===== config.mk =====
export PLATFORM = sky130hd
export DESIGN_NAME = alu_pipe
export DESIGN_NICKNAME = d
export VERILOG_FILES = /design/src/rtl/alu_pipe_pkg.sv /design/src/rtl/alu_pipe_lane_sat.sv /design/src/rtl/alu_pipe.sv
export SDC_FILE = /design/constraint.sdc
export NUM_CORES = 1
export LEC_CHECK = 0
export ABC_CLOCK_PERIOD_IN_PS = 2450
export CAP_MARGIN = 20
export CORE_MARGIN = 2
export CORE_UTILIZATION = 25
export CTS_BUF_LIST = sky130_fd_sc_hd__clkbuf_8
export CTS_CLUSTER_DIAMETER = 150
export DETAILED_ROUTE_END_ITERATION = 6
export HOLD_SLACK_MARGIN = 0.05
export PLACE_DENSITY_LB_ADDON = 0.15
export SETUP_SLACK_MARGIN = 0.5
export SKIP_LAST_GASP = 1
export SYNTH_ARGS = -nofsm -noshare
export SYNTH_HDL_FRONTEND = slang
export SYNTH_SLANG_ARGS = --single-unit

===== constraint.sdc =====
create_clock -name clk -period 2.45 [get_ports clk]
set_input_delay 0.49 -clock clk [delete_from_list [all_inputs] [get_ports clk]]
set_output_delay 0.49 -clock clk [all_outputs]
set_load 0.05 [all_outputs]

===== src/rtl/alu_pipe_pkg.sv =====
// alu_pipe_pkg: opcode/state encodings, flag indices and the saturating-add helper.
// Build option: ALU_PIPE_MUL_EN adds the MUL opcode sequencer states.
`default_nettype none

package alu_pipe_pkg;

  typedef enum logic [3:0] {
    OP_ADD    = 4'd0,
    OP_SUB    = 4'd1,
    OP_XOR    = 4'd2,
    OP_RED    = 4'd3,
    OP_SLL    = 4'd4,
    OP_SRA    = 4'd5,
    OP_ROR    = 4'd6,
    OP_PADDSB = 4'd7,
    OP_MUL    = 4'd8
  } alu_op_t;

  localparam int FLAG_Z = 2;
  localparam int FLAG_V = 1;
  localparam int FLAG_N = 0;

`ifdef ALU_PIPE_MUL_EN
  typedef enum logic [1:0] {
    ST_IDLE     = 2'd0,
    ST_MUL_RUN  = 2'd1,
    ST_MUL_DONE = 2'd2
  } alu_state_t;
`else
  typedef enum logic [0:0] {
    ST_IDLE = 1'b0
  } alu_state_t;
`endif

  // Operands arrive sign-extended to 64 bits; the sum is clamped to the signed range of w bits.
  function automatic logic signed [63:0] sat_add(input logic signed [63:0] a,
                                                 input logic signed [63:0] b,
                                                 input int w);
    logic signed [63:0] s, hi, lo;
    s  = a + b;
    hi = (64'sd1 <<< (w - 1)) - 64'sd1;
    lo = -hi - 64'sd1;
    if (s > hi) return hi;
    if (s < lo) return lo;
    return s;
  endfunction

endpackage

`default_nettype wire


===== src/rtl/alu_pipe_lane_sat.sv =====
// alu_pipe_lane_sat: W-bit signed saturating add/subtract of one lane.
`default_nettype none

module alu_pipe_lane_sat
  import alu_pipe_pkg::*;
#(
  parameter int W = 4
) (
  input  logic [W-1:0] a_i,
  input  logic [W-1:0] b_i,
  input  logic         sub_i,
  output logic [W-1:0] sum_o
);

  logic signed [63:0] w_a;
  logic signed [63:0] w_b;

  assign w_a   = {{(64-W){a_i[W-1]}}, a_i};
  assign w_b   = sub_i ? -{{(64-W){b_i[W-1]}}, b_i} : {{(64-W){b_i[W-1]}}, b_i};
  assign sum_o = W'(sat_add(w_a, w_b, W));

endmodule

`default_nettype wire


===== src/rtl/alu_pipe.sv =====
// alu_pipe: registered valid/ready ALU with persistent {Z,V,N} flags.
// Build option: ALU_PIPE_MUL_EN enables opcode 1000 (iterative signed multiply).
`default_nettype none

module alu_pipe
  import alu_pipe_pkg::*;
#(
  parameter int WIDTH  = 16,
  parameter int LANE_W = 4
) (
  input  logic             clk,
  input  logic             rst_n,
  input  logic             in_valid,
  output logic             in_ready,
  input  logic [WIDTH-1:0] A,
  input  logic [WIDTH-1:0] B,
  input  logic [3:0]       opcode,
  output logic             out_valid,
  input  logic             out_ready,
  output logic [WIDTH-1:0] result,
  output logic [2:0]       flags
);

  localparam int SH_W   = $clog2(WIDTH);
  localparam int N_LANE = WIDTH / LANE_W;
  localparam int N_BYTE = WIDTH / 8;

  logic             w_accept, w_consume, w_start_mul;
  logic [SH_W-1:0]  w_sh;
  logic [WIDTH-1:0] w_addsub, w_wrap, w_padd, w_red, w_ror, w_alu_res;
  logic [2:0]       w_alu_flags;

  logic             out_valid_q, out_valid_d;
  logic [WIDTH-1:0] result_q, result_d;
  logic [2:0]       flags_q, flags_d;

  assign w_accept  = in_valid && in_ready;
  assign w_consume = out_valid_q && out_ready;
  assign w_sh      = B[SH_W-1:0];
  assign w_ror     = WIDTH'({A, A} >> w_sh);
  // Saturation happened exactly when the clamped sum differs from the wrapped one.
  assign w_wrap    = (opcode == OP_SUB) ? (A - B) : (A + B);

  alu_pipe_lane_sat #(.W(WIDTH)) u_addsub (
    .a_i  (A),
    .b_i  (B),
    .sub_i(opcode == OP_SUB),
    .sum_o(w_addsub)
  );

  for (genvar g = 0; g < N_LANE; g++) begin : g_lane
    alu_pipe_lane_sat #(.W(LANE_W)) u_lane (
      .a_i  (A[g*LANE_W +: LANE_W]),
      .b_i  (B[g*LANE_W +: LANE_W]),
      .sub_i(1'b0),
      .sum_o(w_padd[g*LANE_W +: LANE_W])
    );
  end

  always_comb begin
    w_red = '0;
    for (int i = 0; i < N_BYTE; i++) begin
      w_red = w_red + WIDTH'($signed(A[8*i +: 8])) + WIDTH'($signed(B[8*i +: 8]));
    end
  end

  always_comb begin
    w_alu_res   = '0;
    w_alu_flags = flags_q;
    case (opcode)
      OP_ADD, OP_SUB: begin
        w_alu_res           = w_addsub;
        w_alu_flags[FLAG_Z] = ~|w_addsub;
        w_alu_flags[FLAG_V] = (w_addsub != w_wrap);
        w_alu_flags[FLAG_N] = w_addsub[WIDTH-1];
      end
      OP_XOR: begin
        w_alu_res           = A ^ B;
        w_alu_flags[FLAG_Z] = ~|(A ^ B);
      end
      OP_RED:    w_alu_res = w_red;
      OP_SLL: begin
        w_alu_res           = A << w_sh;
        w_alu_flags[FLAG_Z] = ~|(A << w_sh);
      end
      OP_SRA: begin
        w_alu_res           = $signed(A) >>> w_sh;
        w_alu_flags[FLAG_Z] = ~|($signed(A) >>> w_sh);
      end
      OP_ROR: begin
        w_alu_res           = w_ror;
        w_alu_flags[FLAG_Z] = ~|w_ror;
      end
      OP_PADDSB: w_alu_res = w_padd;
      default:   w_alu_res = '0;
    endcase
  end

`ifdef ALU_PIPE_MUL_EN
  alu_state_t         state_q, state_d;
  logic [2*WIDTH-1:0] acc_q, acc_d, mcand_q, mcand_d, w_prod;
  logic [WIDTH-1:0]   mplier_q, mplier_d;
  logic               neg_q, neg_d;
  logic [SH_W:0]      cnt_q, cnt_d;

  assign w_start_mul = w_accept && (opcode == OP_MUL);
  assign in_ready    = (state_q == ST_IDLE) && (!out_valid_q || out_ready);
  // Magnitudes are multiplied unsigned; the sign is reapplied to the full product.
  assign w_prod      = neg_q ? -acc_q : acc_q;
`else
  assign w_start_mul = 1'b0;
  assign in_ready    = !out_valid_q || out_ready;
`endif

  always_comb begin
    out_valid_d = out_valid_q;
    result_d    = result_q;
    flags_d     = flags_q;
    if (w_consume) out_valid_d = 1'b0;
    if (w_accept && !w_start_mul) begin
      out_valid_d = 1'b1;
      result_d    = w_alu_res;
      flags_d     = w_alu_flags;
    end
`ifdef ALU_PIPE_MUL_EN
    state_d  = state_q;
    acc_d    = acc_q;
    mcand_d  = mcand_q;
    mplier_d = mplier_q;
    neg_d    = neg_q;
    cnt_d    = cnt_q;
    case (state_q)
      ST_IDLE: begin
        if (w_start_mul) begin
          state_d  = ST_MUL_RUN;
          acc_d    = '0;
          mcand_d  = {{WIDTH{1'b0}}, (A[WIDTH-1] ? -A : A)};
          mplier_d = B[WIDTH-1] ? -B : B;
          neg_d    = A[WIDTH-1] ^ B[WIDTH-1];
          cnt_d    = '0;
        end
      end
      ST_MUL_RUN: begin
        if (cnt_q == (SH_W+1)'(WIDTH)) begin
          state_d         = ST_MUL_DONE;
          out_valid_d     = 1'b1;
          result_d        = w_prod[WIDTH-1:0];
          flags_d[FLAG_Z] = ~|w_prod[WIDTH-1:0];
          flags_d[FLAG_V] = !((&w_prod[2*WIDTH-1:WIDTH-1]) || (~|w_prod[2*WIDTH-1:WIDTH-1]));
          flags_d[FLAG_N] = w_prod[WIDTH-1];
        end else begin
          if (mplier_q[0]) acc_d = acc_q + mcand_q;
          mcand_d  = mcand_q << 1;
          mplier_d = mplier_q >> 1;
          cnt_d    = cnt_q + 1'b1;
        end
      end
      ST_MUL_DONE: if (w_consume) state_d = ST_IDLE;
      default:     state_d = ST_IDLE;
    endcase
`endif
  end

  always_ff @(posedge clk or negedge rst_n) begin
    if (!rst_n) begin
      out_valid_q <= 1'b0;
      result_q    <= '0;
      flags_q     <= 3'b000;
`ifdef ALU_PIPE_MUL_EN
      state_q     <= ST_IDLE;
      acc_q       <= '0;
      mcand_q     <= '0;
      mplier_q    <= '0;
      neg_q       <= 1'b0;
      cnt_q       <= '0;
`endif
    end else begin
      out_valid_q <= out_valid_d;
      result_q    <= result_d;
      flags_q     <= flags_d;
`ifdef ALU_PIPE_MUL_EN
      state_q     <= state_d;
      acc_q       <= acc_d;
      mcand_q     <= mcand_d;
      mplier_q    <= mplier_d;
      neg_q       <= neg_d;
      cnt_q       <= cnt_d;
`endif
    end
  end

  assign out_valid = out_valid_q;
  assign result    = result_q;
  assign flags     = flags_q;

endmodule

`default_nettype wire


==> out/metrics.cfg <==
[run_status]
outcome = finished, violations left
failed_checks = setup timing

[power_and_ir_drop]
power_density_nw_per_um2 = 404.5
worst_ir_drop_vdd_mv = 0.3595
post_layout_total_power_mw = 8.099
total_leakage_power_nw = 8.955

[sta]
period_minus_slack_ns = 6.748
worst_slew_pin_slew_ns = 0.8392
hold_slack_ns = 0.4860
slew_headroom = 0.4365
setup_viol = 19
slew_violations = 0
layout_worst_path_cycle_share = 2.754
rsz_0062_raised_after_global_routing = true
timing.final.ws_setup_ns = -4.298
finalHoldViolations = 0
totalNegativeSetupSlack_ns = -77.49
max_clk_rate_ghz = 0.1482
finClkSkew_ns = 0.007732

[cts]
tritoncts_num_sinks = 20
tritoncts = built
clockBufferDepth = 2
cts_made_buffers = 3
clkLatencyLatePin_ns = 0.26
path_clk_slew_ns = 0.08
cts_root_buf = sky130_fd_sc_hd__clkbuf_8
cts_hold_buffers = 0
h_tree_level_count = 1

[logic_synthesis]
synth_sequential_area_ratio = 0.04322
postSynthAreaPerCell_sq_um = 6.643
edff_count_synth = 0
synth_warnings = 0
ys.flop_type = sky130_fd_sc_hd__dfrtp_1
postSynth.asyncResetShare = 1.000
post_synth_instance_area_sq_um = 11580
syn-instance-count = 1743
ys_ff_latch = 20
synth.distinct_cells = 109
synthesis.nets = 1919

[drt]
viasPerCell = 5.340
drt_pre_antenna_iters = 6
vias = 16480
drt_first_iter_violations = 1181
detail_route.wl_per_cell_um = 21.12
detail-route-antenna-nets = 0
wl_mm = 65.14
drt_drc_violations_left = 0

[floorplanning]
die-area_sq_um = 48050
design.core.area_sq_um = 45580
io-pin-count = 61
die_x_um = 219.2
initial_utilization = 0.2540
site_row_count = 78
floorplan.die.height_um = 219.2

[worst_setup_path]
r2r_end = flags[1]
cp.arrival_ns = 6.89
worst_path_largest_cell_delay_ns = 0.57
cell_with_the_largest_stage_delay_on_the_worst_path = sky130_fd_sc_hd__or4_1
reg2regPathDepth = 8
critPathLaunchType = input port
regToRegSetupSlack_ns = 0.25
worst-setup-path-type = in -> reg
critPathMostFrequentCell = sky130_fd_sc_hd__buf_12
cp.required_ns = 2.59
path_max_fanout = 8
r2r-start = out_valid
crit_path_end_kind = flop

[cells_and_area]
layout_common_cells = sky130_fd_sc_hd__buf_4, sky130_fd_sc_hd__nand2_1, sky130_fd_sc_hd__nor2_1, sky130_fd_sc_hd__a21oi_1, sky130_fd_sc_hd__o21ai_0
fin_cells = 3085
layout.cell_area.non_filler_sq_um = 20020
syn_to_final_growth_pct = 72.92
fraction_of_layout_cells_with_a_size_suffix_above_1 = 0.4151
most_common_cell_after_layout_fill_and_taps_aside = sky130_fd_sc_hd__buf_4
final_net_count = 2661
final_core_util = 0.4393

[place]
area_of_placed_instances_sq_um = 18000
preCtsSetupSlack_ns = -5.603
gp_routability_congestion = 0.9570
numPortBuffers = 60
place_inst = 3008
hpwl_after_detailed_placement_mm = 55.35

[global_route]
antenna_found_initial = 1
grt_pass1_wl_mm = 97.88
grt_pass1_vias = 16360
grt-ovfl-total = 0
globalRouteTotalUtil = 0.2677
grt_start_max_net_pins = 53

[hold_path]
beginning_of_the_worst_hold_path = result[15]
timing.hold.worst.class = reg -> reg
worst_hold_path.num_cells = 2
hold-path-endpoint = result[15]

[job]
max_capacitance_violation_total = 0

critical path: cells and delay by family:
| family | cells | cell delay [ns] |
|---|---|---|
| adders and majority gates | 3 | 0.59 |
| AOI/OAI and AO/OA | 8 | 1.70 |
| and+or+nand+nor | 13 | 3.22 |
| buffers and inverters | 7 | 0.87 |
sequential cells by signal (all words and copies together), names as in the netlist:
name	flops
result	16
flags	3
out_valid	1
kinds of logic after synthesis:
kind of cell	count (synthesis)	share of synthesized area
muxes	38	0.03339
adders and majority gates	137	0.1627
buffers and inverters	141	0.05781
DFF	20	0.04322
AOI/OAI and AO/OA	606	0.3413
and+or+nand+nor	709	0.2920
xor gates and xnor gates	92	0.06959
report_power, final:
part           total [mW]  internal, mW  leakage, nW  switching (mW)
registers           0.443         0.392        0.245          0.0508
logic                7.32          3.39         8.67            3.93
clock network       0.336         0.218       0.0357           0.118
total                8.10          4.00         8.96            4.10
routing by layer:
layer,track usage,vias to the layer above,part of all wire
li1,-,8000,-
met3,0.05170,153,0.068
met1,0.3341,7798,0.42
met5,0,-,0
met2,0.4476,524,0.46
met4,0.1142,0,0.050
worst max path at each step:
| stage | endpoint | startpoint | slack [ns] |
|---|---|---|---|
| 6_report | flags[1] | B[0] | -4.30 |
| 5_1_grt | result[1] | B[0] | -4.44 |
| 4_1_cts | flags[1] | B[1] | -4.26 |
| 3_5_place_dp | result[2] | B[1] | -5.60 |
| 3_3_place_gp | result[2] | B[1] | -5.58 |
| 2_1_floorplan | flags[1] | B[1] | -4.31 |
final cells by class:
class	instances	area (sq um)
multi-input cells	1582	11810
flip-flops and latches	20	500.5
clock inverters	1	30.03
repair buffers	831	6688
clock buffers	3	41.29
inverters	47	198.9
fillers	4745	25550
diodes	1	2.502
well taps	600	750.7
synth_stat cells, types with 15 or more instances:
master,instances,area share
sky130_fd_sc_hd__clkbuf_1,49,0.016
sky130_fd_sc_hd__nand2b_1,22,0.012
sky130_fd_sc_hd__nor4_1,19,0.010
sky130_fd_sc_hd__ha_1,113,0.12
sky130_fd_sc_hd__o21ai_0,124,0.054
sky130_fd_sc_hd__inv_1,44,0.014
sky130_fd_sc_hd__nand4_1,56,0.030
sky130_fd_sc_hd__xor2_1,35,0.026
sky130_fd_sc_hd__a22oi_1,17,0.011
sky130_fd_sc_hd__nand2_1,232,0.075
sky130_fd_sc_hd__o211ai_1,16,0.010
sky130_fd_sc_hd__nand3_1,38,0.016
sky130_fd_sc_hd__a211oi_1,27,0.018
sky130_fd_sc_hd__a21oi_1,185,0.080
sky130_fd_sc_hd__xnor2_1,57,0.043
sky130_fd_sc_hd__a21o_1,47,0.030
sky130_fd_sc_hd__nor2_1,196,0.064
sky130_fd_sc_hd__nor3_1,48,0.021
sky130_fd_sc_hd__dfrtp_1,20,0.043
sky130_fd_sc_hd__or3_1,19,0.010
sky130_fd_sc_hd__fa_1,23,0.040
sky130_fd_sc_hd__o21ai_1,28,0.012
sky130_fd_sc_hd__buf_2,21,0.0091
sky130_fd_sc_hd__mux2i_1,33,0.029
sky130_fd_sc_hd__a221oi_1,15,0.011
repair_timing:
item                       in CTS  in global routing
buffers inserted               58                 13
resized for setup             217                 95
setup endpoints to repair      31                 27
pin swaps                      96                 72
cloned                          1                  0
Power figures use the tool's default switching activity.
